**src/rtl/wback_pkg.sv**
```systemverilog
// ============================================================================
// Module : wback_pkg
// Brief  : Shared rvga types and constants for the writeback stage.
// Rev    : 1.0  initial release
// ============================================================================
`default_nettype none

package wback_pkg;

  localparam int RVGA_WORD_W      = 32;
  localparam int RVGA_MEM_TIMEOUT = 255;

  localparam logic [2:0] LD_LB  = 3'b000;
  localparam logic [2:0] LD_LH  = 3'b001;
  localparam logic [2:0] LD_LW  = 3'b010;
  localparam logic [2:0] LD_LBU = 3'b100;
  localparam logic [2:0] LD_LHU = 3'b101;

  typedef struct packed {
    logic [4:0]             rd;
    logic [RVGA_WORD_W-1:0] rd_data;
    logic                   regfile_load;
    logic                   mem_read;
    logic [2:0]             ld_funct3;
    logic [RVGA_WORD_W-1:0] alu_result;
  } rvga_cword;

  typedef enum logic [0:0] {
    WB_IDLE     = 1'b0,
    WB_WAIT_MEM = 1'b1
  } wb_state_t;

endpackage

`default_nettype wire

```
**src/rtl/wback_load_align.sv**
```systemverilog
// ============================================================================
// Module : wback_load_align
// Brief  : Combinational load formatter (byte/halfword select, sign/zero ext).
// Rev    : 1.0  initial release
// ============================================================================
`default_nettype none

module wback_load_align
  import wback_pkg::*;
#(
  parameter int WORD_W = RVGA_WORD_W
) (
  input  logic [WORD_W-1:0] dmem_rdata,
  input  logic [1:0]        alu_result,
  input  logic [2:0]        ld_funct3,
  output logic [WORD_W-1:0] ld_data
);

  logic [7:0]  w_byte;
  logic [15:0] w_half;

  always_comb begin
    w_byte = dmem_rdata[{alu_result, 3'b000} +: 8];
    // Misaligned halfwords ignore alu_result[0].
    w_half = dmem_rdata[{alu_result[1], 4'b0000} +: 16];
    case (ld_funct3)
      LD_LB:   ld_data = {{(WORD_W-8){w_byte[7]}}, w_byte};
      LD_LBU:  ld_data = {{(WORD_W-8){1'b0}}, w_byte};
      LD_LH:   ld_data = {{(WORD_W-16){w_half[15]}}, w_half};
      LD_LHU:  ld_data = {{(WORD_W-16){1'b0}}, w_half};
      LD_LW:   ld_data = dmem_rdata;
      default: ld_data = dmem_rdata;
    endcase
  end

endmodule

`default_nettype wire

```
**src/rtl/wback.sv**
```systemverilog
// ============================================================================
// Module : wback
// Brief  : rvga writeback stage; waits on load data, formats it and issues
//          one registered regfile write per instruction. Optional bypass
//          history outputs are built when WB_BYPASS_EN is defined.
// Rev    : 1.0  initial release
// ============================================================================
`default_nettype none

module wback
  import wback_pkg::*;
#(
  parameter int WORD_W      = RVGA_WORD_W,
  parameter int MEM_TIMEOUT = RVGA_MEM_TIMEOUT
) (
  input  logic              clk,
  input  logic              rst_n,
  input  logic              stall,
  input  logic              mem_wb_valid,
  input  rvga_cword         mem_wb_cword,
  input  logic [WORD_W-1:0] dmem_rdata,
  input  logic              dmem_rvalid,
  output rvga_cword         wb_rf_cword,
  output logic              wb_stall,
  output logic              wb_timeout
`ifdef WB_BYPASS_EN
  ,
  output logic              byp_valid,
  output logic [4:0]        byp_rd,
  output logic [WORD_W-1:0] byp_data
`endif
);

  localparam int CNT_W = $clog2(MEM_TIMEOUT + 1);
  localparam logic [CNT_W-1:0] CNT_LAST = CNT_W'(MEM_TIMEOUT - 1);

  wb_state_t          r_state, w_state_n;
  logic [CNT_W-1:0]   r_cnt, w_cnt_n;
  rvga_cword          r_pend, w_pend_n;
  rvga_cword          r_cword, w_cword_n;
  logic               r_timeout, w_timeout_n;
  rvga_cword          w_src;
  rvga_cword          w_loaded;
  logic [WORD_W-1:0]  w_fmt;
  logic               w_upd;

  // One formatter serves both the zero-wait and the delayed load path.
  assign w_src = (r_state == WB_WAIT_MEM) ? r_pend : mem_wb_cword;

  wback_load_align #(.WORD_W(WORD_W)) u_align (
    .dmem_rdata (dmem_rdata),
    .alu_result (w_src.alu_result[1:0]),
    .ld_funct3  (w_src.ld_funct3),
    .ld_data    (w_fmt)
  );

  always_comb begin
    w_loaded         = w_src;
    w_loaded.rd_data = w_fmt;
  end

  always_ff @(posedge clk or negedge rst_n) begin
    if (!rst_n) begin
      r_state   <= WB_IDLE;
      r_cnt     <= '0;
      r_pend    <= '0;
      r_cword   <= '0;
      r_timeout <= 1'b0;
    end else begin
      r_state   <= w_state_n;
      r_cnt     <= w_cnt_n;
      r_pend    <= w_pend_n;
      r_cword   <= w_cword_n;
      r_timeout <= w_timeout_n;
    end
  end

  always_comb begin
    w_state_n   = r_state;
    w_cnt_n     = r_cnt;
    w_pend_n    = r_pend;
    w_cword_n   = r_cword;
    w_timeout_n = r_timeout;
    w_upd       = 1'b0;
    case (r_state)
      WB_IDLE: begin
        if (!stall) begin
          w_upd = 1'b1;
          if (!mem_wb_valid) begin
            w_cword_n.regfile_load = 1'b0;
          end else if (!mem_wb_cword.mem_read) begin
            w_cword_n = mem_wb_cword;
          end else if (dmem_rvalid) begin
            w_cword_n = w_loaded;
          end else begin
            w_pend_n               = mem_wb_cword;
            w_cword_n.regfile_load = 1'b0;
            w_cnt_n                = '0;
            w_state_n              = WB_WAIT_MEM;
          end
        end
      end
      WB_WAIT_MEM: begin
        // Global stall is ignored here so returning data is never dropped.
        w_upd = 1'b1;
        if (dmem_rvalid) begin
          w_cword_n = w_loaded;
          w_cnt_n   = '0;
          w_state_n = WB_IDLE;
        end else if (r_cnt == CNT_LAST) begin
          w_cword_n.regfile_load = 1'b0;
          w_timeout_n            = 1'b1;
          w_cnt_n                = '0;
          w_state_n              = WB_IDLE;
        end else begin
          w_cword_n.regfile_load = 1'b0;
          w_cnt_n                = r_cnt + CNT_W'(1);
        end
      end
      default: w_state_n = WB_IDLE;
    endcase
  end

  assign wb_rf_cword = r_cword;
  assign wb_stall    = (r_state == WB_WAIT_MEM);
  assign wb_timeout  = r_timeout;

`ifdef WB_BYPASS_EN
  logic              r_byp_valid;
  logic [4:0]        r_byp_rd;
  logic [WORD_W-1:0] r_byp_data;

  always_ff @(posedge clk or negedge rst_n) begin
    if (!rst_n) begin
      r_byp_valid <= 1'b0;
      r_byp_rd    <= '0;
      r_byp_data  <= '0;
    end else if (w_upd) begin
      r_byp_valid <= w_cword_n.regfile_load && (w_cword_n.rd != 5'd0);
      if (w_cword_n.regfile_load && (w_cword_n.rd != 5'd0)) begin
        r_byp_rd   <= w_cword_n.rd;
        r_byp_data <= w_cword_n.rd_data;
      end
    end
  end

  assign byp_valid = r_byp_valid;
  assign byp_rd    = r_byp_rd;
  assign byp_data  = r_byp_data;
`else
  logic w_upd_unused;
  assign w_upd_unused = w_upd;
`endif

endmodule

`default_nettype wire

```
**config.mk**
```make
export PLATFORM = sky130hd
export DESIGN_NAME = wback
export DESIGN_NICKNAME = d
export VERILOG_FILES = /design/src/rtl/wback_pkg.sv /design/src/rtl/wback_load_align.sv /design/src/rtl/wback.sv
export SDC_FILE = /design/constraint.sdc
export NUM_CORES = 1
export LEC_CHECK = 0
export BUFFER_PORTS_ARGS = -buffer_cell sky130_fd_sc_hd__buf_4
export CAP_MARGIN = 20
export CORE_UTILIZATION = 30
export DETAILED_ROUTE_END_ITERATION = 6
export SYNTH_ARGS = -nofsm -noshare
export SYNTH_HDL_FRONTEND = slang
export SYNTH_SLANG_ARGS = --single-unit
```
**constraint.sdc**
```tcl
create_clock -name clk -period 5.16 [get_ports clk]
set_clock_uncertainty 0.1 [all_clocks]
set_input_delay 0.516 -clock clk [delete_from_list [all_inputs] [get_ports clk]]
set_output_delay 0.516 -clock clk [all_outputs]
set_load 0.02 [all_outputs]
```
# After elaboration in Yosys (flattened, before gate mapping)
# Index checks and enable logic that the tools add are counted.
# word_totals
reg_bits,158
latchBits,0
ram_bits,0
romBits,0
input_bits,111
out_inout_bits,76
word_cells,59
memories,0
# op_classes
add_sub_neg,1
multipliers,0
n_div,0
magnitude_cmp,0
n_eq_ne,8
shift,2
n_mux,25
bitwise_logic,3
reduce_logical,5
# op_table
cell,n
$mux 74,3
$pmux 74 s2,1
$pmux 32 s4,1
$mux 37,2
$mux 36,2
$mux 8,6
$shiftx 32x6->16,1
$shiftx 32x6->8,1
$pmux 8 s2,1
$add 8x1->8 const B,1
$eq 8x8->1 const B,1
$mux 1,8
$ne 2x2->1 const B,4
$eq 3x3->1 const B,2
$reduce_and 5->1,1
$reduce_and 4->1,1
$eq 3x1->1 const B,1
$logic_not 3->1,1
$not 1->1,3
$reduce_and 3->1,1
$pmux 1 s2,1
$reduce_and 2->1,1

# Longest topological paths before layout
# Gate-level depths: netlist of the first run.
# logic_depth
ltp_word,8
mapped_depth,8
depth_no_buf,6

# Modules after synthesis
# Synthesis of the first run repeated with hierarchy kept, for this count alone.
# unflattened
cells_unflattened,597
area_unflattened_um2,6173.4
# modules_own_cells
module,n_inst,cells_each,area_per_inst_um2,seq_area_each_um2
wback,1,488,5545.3,3153.0
wback_load_align,1,109,628.1,0.0

# Least setup slack after synthesis of the first run
# No wires, ideal clock.
# synth_timing
kind,reg2reg
from,"reg r_state, in the netlist wb_stall"
to,reg r_cword (netlist bit wb_rf_cword[58])
setup_time_ps,129
t_arrival_ps,1876
required_ps,4931
setup_slack_ps,3055
path_stages_with_launch,7
n_path_buf,1
synth_period_minus_slack_ps,2105
path_cell_list,dfrtp_1 mux2i_2 mux2i_1 a21oi_2 o221ai_2 buf_6 a21oi_1
# synth_between
elab_chain_cells,8
word_cells_on_any_way,17
cone_classes,eq/ne (5); shift (2); mux (7); bitwise (1); reduce/logical (2)
# synth_lines
element,line_no,source
start: declaration,wback.sv:37,"wb_state_t r_state, w_state_n;"
start signal: assignment,wback.sv:70,r_state <= w_state_n;
$mux 74,wback.sv:48,assign w_src = (r_state == WB_WAIT_MEM) ? r_pend : mem_wb_cword;
$shiftx 32x6->16 (tied with other cells),wback_load_align.sv:25,"w_half = dmem_rdata[{alu_result[1], 4'b0000} +: 16];"
$pmux 32 s4,wback_load_align.sv:26,case (ld_funct3)
$mux 37,"wback.sv:93, wback.sv:106",
$mux 74,wback.sv:91,end else if (!mem_wb_cword.mem_read) begin
$mux 37,wback.sv:89,if (!mem_wb_valid) begin
$mux 74,wback.sv:87,if (!stall) begin
$pmux 74 s2,wback.sv:85,case (r_state)
end signal: assignment,wback.sv:73,r_cword <= w_cword_n;
end: declaration,wback.sv:40,"rvga_cword r_cword, w_cword_n;"
# Parallel ways exist; a longest one is shown, timed or not. The select of a mux whose other input is x is not followed.
# A chain may end at the register's enable or synchronous reset.

# Worst setup path in the final report of the first run
# layout_timing
from,"reg r_state, in the netlist wb_stall"
to,reg r_cword (netlist bit wb_rf_cword[69])
# layout_between
elab_chain_cells,6
word_cells_on_any_way,10
cone_classes,eq/ne (2); mux (6); bitwise (1); reduce/logical (1)
# layout_lines
element,line_no
$mux 74,wback.sv:48
$mux 37,"wback.sv:93, wback.sv:106"
$mux 74,wback.sv:91
$mux 37,wback.sv:89
$mux 74,wback.sv:87
$pmux 74 s2,wback.sv:85
# Parallel ways exist; a longest one is shown, timed or not. The select of a mux whose other input is x is not followed.

==> impl_metrics.tcl, run 1 <==
set metrics [dict create \
    status "completed" \
    netlist_area_um2 6240 \
    finalSetupViolCount 0 \
    min_period_ps 2790 \
    syn_area_per_cell_um2 9.80 \
    hold_buffers 1 \
    wl_per_cell_um 18.8 \
    yosys.cell_types.count 56 \
    clk_pin_slew_worst_paths_ps 60 \
    critPathKind "flop to flop" \
    antenna_found_initial 2 \
    dp.cells 1058 \
    leakage_nw 3.83 \
    start_util 0.307 \
    first_pass_iters 6 \
    met1_length_um 8740 \
    endpoint_kind "flop" \
    die_area_um2 21400 \
    cts_tree "yes" \
    area_delta_synth_final_pct 36.2 \
    routed_via_density 5.30 \
    fin_util 0.419 \
    fin_setup_tns_ps 0 \
    cts_buffer_depth 2 \
    worst_skew_pair.late_latency_ps 410 \
    arrival_ps 3020 \
    worstMarginPinSlew_ps 966 \
    slew_viol_final 0 \
    finalNonFillerCells 1092 \
    finalCritPeriodShare 0.541 \
    crit_required_ps 5390 \
    antenna_left 0 \
    ys_seq_area_frac 0.505 \
    power.density_nw_per_um2 418 \
    synth_top_area_cell "dfrtp_1" \
    dpl.hpwl_um 14400 \
    grt_first_pass_wirelength_um 32300 \
    die_w_um 146 \
    post_cts_buffers 0 \
    ios 187 \
    ys_warn_count 0 \
    yosys_register_bits 126 \
    grt_max_degree 54 \
    vias 5789 \
    first_iter_violations 426 \
    synthArstFlopShare 1.00 \
    routed_wirelength_um 20600 \
    cts-root-buf "clkbuf_16" \
    whs_ps 239 \
    grtUsageTotal 0.194 \
    peakVddDrop_v 0.000306 \
    regToRegSetupSlack_ps 2370 \
    die_h_um 146 \
    coreArea_um2 20300 \
    slew-limit-headroom 0.356 \
    cts_buffers 17 \
    power_mw 3.55 \
    synth_edf_count 0 \
    rows 52 \
    fmax_mhz 358 \
    hold_class "input port to flop" \
    start_kind "flop" \
    crit_fanout 53 \
    routabilityCongestion 0.844 \
    routed.top_layer "met5" \
    hold_violations 0 \
    synthesis.instances 637 \
    synth_area_leaders "dfrtp_1 (51%), mux2_2 (7.4%), nor2_1 (5.5%), a22oi_1 (4.6%), nand2_1 (3.8%)" \
    syn-num-nets 750 \
    wl_met3_um 1850 \
    grt_pass1_vias 5686 \
    cts-resized-gates 0 \
    overflow 0 \
    drv_cap 0 \
    synth_top_area_share 0.505 \
    drc 0 \
    drive_above_1_share 0.348 \
    nets 921 \
    wl_met2_um 9490 \
    htreeDepth 4 \
    rsz0062_at_grt "false" \
    clock-sinks 126 \
    ys.flop_type "dfrtp_1" \
    io_buffers 186 \
]
## final cells by class
class	instances	area (um2)
flip-flops and latches	126	3150
clock inverters	10	161
inverters	9	33.8
well taps	270	338
diodes	1	2.50
repair buffers	198	1490
multi-input cells	456	2860
clock buffers	22	464
fillers	2002	11800
## per-layer routing
metal  vias up  GRT usage
met3        32     0.0641
met4         2     0.0693
met1      2809      0.253
met2       262      0.300
li1       2684          -
met5         -          0
## stage by stage
| stage | setup WS, ps | instance area [um2] |
|---|---|---|
| 2_1_floorplan | 3060 | 6240 |
| 3_3_place_gp | 2430 | 7860 |
| 3_5_place_dp | 2380 | 7860 |
| 4_1_cts | 2410 | 8500 |
| 5_1_grt | 2190 | 8500 |
| 6_report | 2370 | 8500 |
## power by group
part / switching [mW] / internal [mW]
registers: 0.156 / 1.20
logic: 0.505 / 0.413
clock network: 0.444 / 0.833
## kinds of logic (layout without fill, tap and decap cells)
group / after synthesis / after routing / share of synthesized area
AND/OR/NAND/NOR: 209 / 209 / 0.144
AO/OA/AOI/OAI: 191 / 191 / 0.211
flip-flops: 126 / 126 / 0.505
buffers and inverters: 55 / 239 / 0.0411
multiplexers: 48 / 48 / 0.0858
XOR/XNOR: 6 / 6 / 0.00842
adder cells (fa/ha/maj): 2 / 2 / 0.00401
other: 0 / 1 / 0
## worst paths after layout
kind / cells past startpoint / endpoint / startpoint
worst max-delay path: 7 / wb_rf_cword[69]$_DFFE_PN0P_ / wb_stall$_DFF_PN0_
worst max register to register: 7 / wb_rf_cword[69]$_DFFE_PN0P_ / wb_stall$_DFF_PN0_
min in group asynchronous: 2 / wb_rf_cword[39]$_DFFE_PN0P_ / rst_n
worst min register to register: 1 / r_pend[35]$_DFFE_PN0P_ / r_pend[35]$_DFFE_PN0P_
worst min-delay path: 2 / r_pend[7]$_DFFE_PN0P_ / mem_wb_cword[7]
max in group asynchronous: 3 / r_pend[72]$_DFFE_PN0P_ / rst_n
## worst max-delay path: stages, from the launching register on
cell and delay [ps]:
dfrtp_2 460, buf_4 520, nor2_1 360, buf_4 280, o21ai_4 380, buf_4 400
nand2_1 80, o21ai_0 80
## cell usage in the layout, fill, tap and decap left out, types with 3 or more instances in the layout
master | synthesis | final
buf_4 | 4 | 197
dfrtp_1 | 126 | 125
nor2_1 | 92 | 90
nand2_1 | 63 | 63
mux2_2 | 41 | 41
a22oi_1 | 38 | 38
a21oi_1 | 37 | 37
o21ai_0 | 35 | 35
o22ai_1 | 20 | 20
nor3_1 | 18 | 18
a221oi_1 | 18 | 18
clkbuf_16 | 0 | 17
inv_1 | 9 | 9
and3_1 | 8 | 8
mux2i_1 | 6 | 6
a222oi_1 | 6 | 6
o221ai_1 | 6 | 6
o31ai_1 | 6 | 6
xor2_1 | 6 | 6
nand4_1 | 5 | 5
nand3_1 | 4 | 4
bufinv_16 | 0 | 4
a21oi_2 | 3 | 3
and2_1 | 3 | 3
clkbuf_1 | 24 | 3
clkinvlp_4 | 0 | 3
## Yosys cell counts, types with 3 or more instances
master,count
dfrtp_1,126
xor2_1,6
a221oi_1,18
buf_4,4
and2_1,3
mux2i_1,6
inv_1,9
buf_2,16
a21oi_1,37
a222oi_1,6
nor2b_1,3
o31ai_1,6
nor3_1,18
nor2_1,92
nand3_1,4
a21oi_2,3
a22oi_1,38
o22ai_1,20
nand4_1,5
nand2_1,63
o221ai_1,6
clkbuf_1,24
mux2_2,41
and3_1,8
o21ai_0,35
## sequential cells by signal, summed over array words and instances (netlist names)
name,flops
r_cnt,8
wb_timeout,1
wb_rf_cword,74
wb_stall,1
r_pend,42
No activity file was read; power rests on OpenSTA's default activity.
==> run 2: changes to the inputs <==
Clock period 5.16 ns to 2.35 ns, I/O delays scaled along.
==> run 2 against run 1 <==
  * Power is 130% higher
  * Final cell count increased by 5.8%
  * Fmax is 27% higher
==> impl_metrics.tcl, run 2 (synthesis results as in run 1) <==
set metrics [dict create \
    crit_required_ps 2520 \
    hold_violations 0 \
    nets 985 \
    r2r-start "wb_stall$_DFF_PN0_" \
    post_cts_buffers 0 \
    path_delay_family "multiplexers" \
    whs_path_depth 3 \
    overflow 0 \
    drv_cap 0 \
    slew-limit-headroom 0.546 \
    htreeDepth 4 \
    dpl.hpwl_um 14800 \
    grt_pass1_vias 5926 \
    wl_per_cell_um 18.2 \
    die_area_um2 21400 \
    drc 0 \
    crit_top_cell "mux2i_1" \
    finalCritPeriodShare 0.936 \
    worstMarginPinSlew_ps 673 \
    cts_tree "yes" \
    nFillCells 1980 \
    first_iter_violations 418 \
    vias 5899 \
    clock_power_share 0.373 \
    first_pass_iters 5 \
    antenna_found_initial 0 \
    switching_share 0.307 \
    antennaDiodeCount 0 \
    cp_slowest_cell "dfrtp_2" \
    regToRegSetupSlack_ps 150 \
    die_w_um 146 \
    clock-sinks 126 \
    rows 52 \
    p_switching_mw 2.49 \
    worst_skew_pair.late_latency_ps 420 \
    combPwrFrac 0.263 \
    fin_setup_tns_ps 0 \
    holdPathEnd "wb_rf_cword[36]$_DFFE_PN0P_" \
    crit_fanout 14 \
    area_delta_synth_final_pct 47.1 \
    grtUsageTotal 0.198 \
    power.density_nw_per_um2 883 \
    hold_class "input port to flop" \
    worstPathCellList "mux2i_2, mux2i_1, buf_4, mux2i_1, a21oi_2, a21oi_1" \
    endpoint_kind "flop" \
    grt_first_pass_wirelength_um 32800 \
    start_kind "flop" \
    coreArea_um2 20300 \
    largest_reg_flops 74 \
    peakVddDrop_v 0.000529 \
    grt_max_degree 61 \
    p_seq_frac 0.365 \
    rr_endpoint "wb_rf_cword[49]$_DFFE_PN0P_" \
    internal-power_mw 5.62 \
    cts_buffers 17 \
    cts_buffer_depth 2 \
    min_from "stall" \
    clk_pin_slew_worst_paths_ps 60 \
    die_h_um 146 \
    cts-root-buf "clkbuf_16" \
    leakage_nw 4.15 \
    rsz0062_at_grt "false" \
    routed_wirelength_um 21000 \
    io_buffers 186 \
    finalSetupViolCount 0 \
    critPathKind "flop to flop" \
    routed_via_density 5.11 \
    antenna_left 0 \
    ios 187 \
    slowest_delay_ps 500 \
    cp_num_buf_inv 1 \
    slew_viol_final 0 \
    whs_ps 17.3 \
    status "completed" \
    routabilityCongestion 0.904 \
    power_mw 8.11 \
    final_cell_mix "buf_4 (213), dfrtp_1 (125), nor2_1 (90), nand2_1 (63), dlygate4sd3_1 (46)" \
    reg2regPathDepth 6 \
    layout_commonest_cell "buf_4" \
    arrival_ps 2370 \
    fmax_mhz 454 \
    start_util 0.307 \
    min_period_ps 2200 \
    drive_above_1_share 0.347 \
]
run 2: cell count changes in the layout (fill, tap and decap cells not counted), sizes merged:
| cell | change |
|---|---|
| diode | -1 |
| buf | +19 |
| bufinv | +2 |
| clkbuf | -4 |
| dlygate4sd3 | +45 |
| inv | +2 |
run 2: how the worst max path moves through the flow:
stage	startpoint	to	slack [ps]	cells after the start
2_1_floorplan	wb_stall$_DFF_PN0_	wb_rf_cword[58]$_DFFE_PN0P_	250	6
3_3_place_gp	wb_stall$_DFF_PN0_	wb_rf_cword[67]$_DFFE_PN0P_	120	5
3_5_place_dp	wb_stall$_DFF_PN0_	wb_rf_cword[57]$_DFFE_PN0P_	50	5
4_1_cts	wb_stall$_DFF_PN0_	wb_rf_cword[66]$_DFFE_PN0P_	6	5
5_1_grt	wb_stall$_DFF_PN0_	wb_rf_cword[50]$_DFFE_PN0P_	50	6
6_report	wb_stall$_DFF_PN0_	wb_rf_cword[49]$_DFFE_PN0P_	150	6
run 2: worst min-delay path: stages:
cell	delay, ps
buf_4	120
nand2_1	60
o211ai_1	70
run 2: layout make-up:
| class | instances | area (um2) | share of cell area |
|---|---|---|---|
| clock buffers | 18 | 429 | 0.0467 |
| clock inverters | 14 | 239 | 0.0260 |
| inverters | 9 | 33.8 | 0.00368 |
| multi-input cells | 456 | 2870 | 0.312 |
| flip-flops and latches | 126 | 3150 | 0.344 |
| well taps | 270 | 338 | 0.0368 |
| repair buffers | 262 | 2120 | 0.231 |
run 2: layer usage:
metal	track usage	wire, um	up-vias
met5	0	0	-
met4	0.0599	302	0
met3	0.0638	1730	23
met2	0.312	9930	261
met1	0.258	9020	2815
li1	-	-	2800
run 2: power by group through the flow:
stage | Sequential [mW] | Combinational, mW | Clock, mW
3_3_place_gp | 2.97 | 2.05 | 0
6_report | 2.96 | 2.13 | 3.02
2_1_floorplan | 3.26 | 0.791 | 0
3_5_place_dp | 2.98 | 2.07 | 0
5_1_grt | 3.01 | 2.30 | 3.16
4_1_cts | 2.95 | 2.14 | 3.07
run 2: stage by stage:
step,cells,setup WS (ps),utilization,area (um2)
floorplan,637,245,-,6240
global placement,1077,118,0.396,8040
detailed placement,1077,49.8,0.396,8040
CTS,1155,5.76,0.452,9170
global route,1155,50.5,0.452,9180
finish,1155,150,0.452,9180
run 2: repair_timing:
| item | CTS | global route |
|---|---|---|
| hold buffers | 46 | 0 |
| endpoints found under the setup margin | 0 | 16 |
| resized for setup | 0 | 1 |
| endpoints found under the hold margin | 74 | 0 |
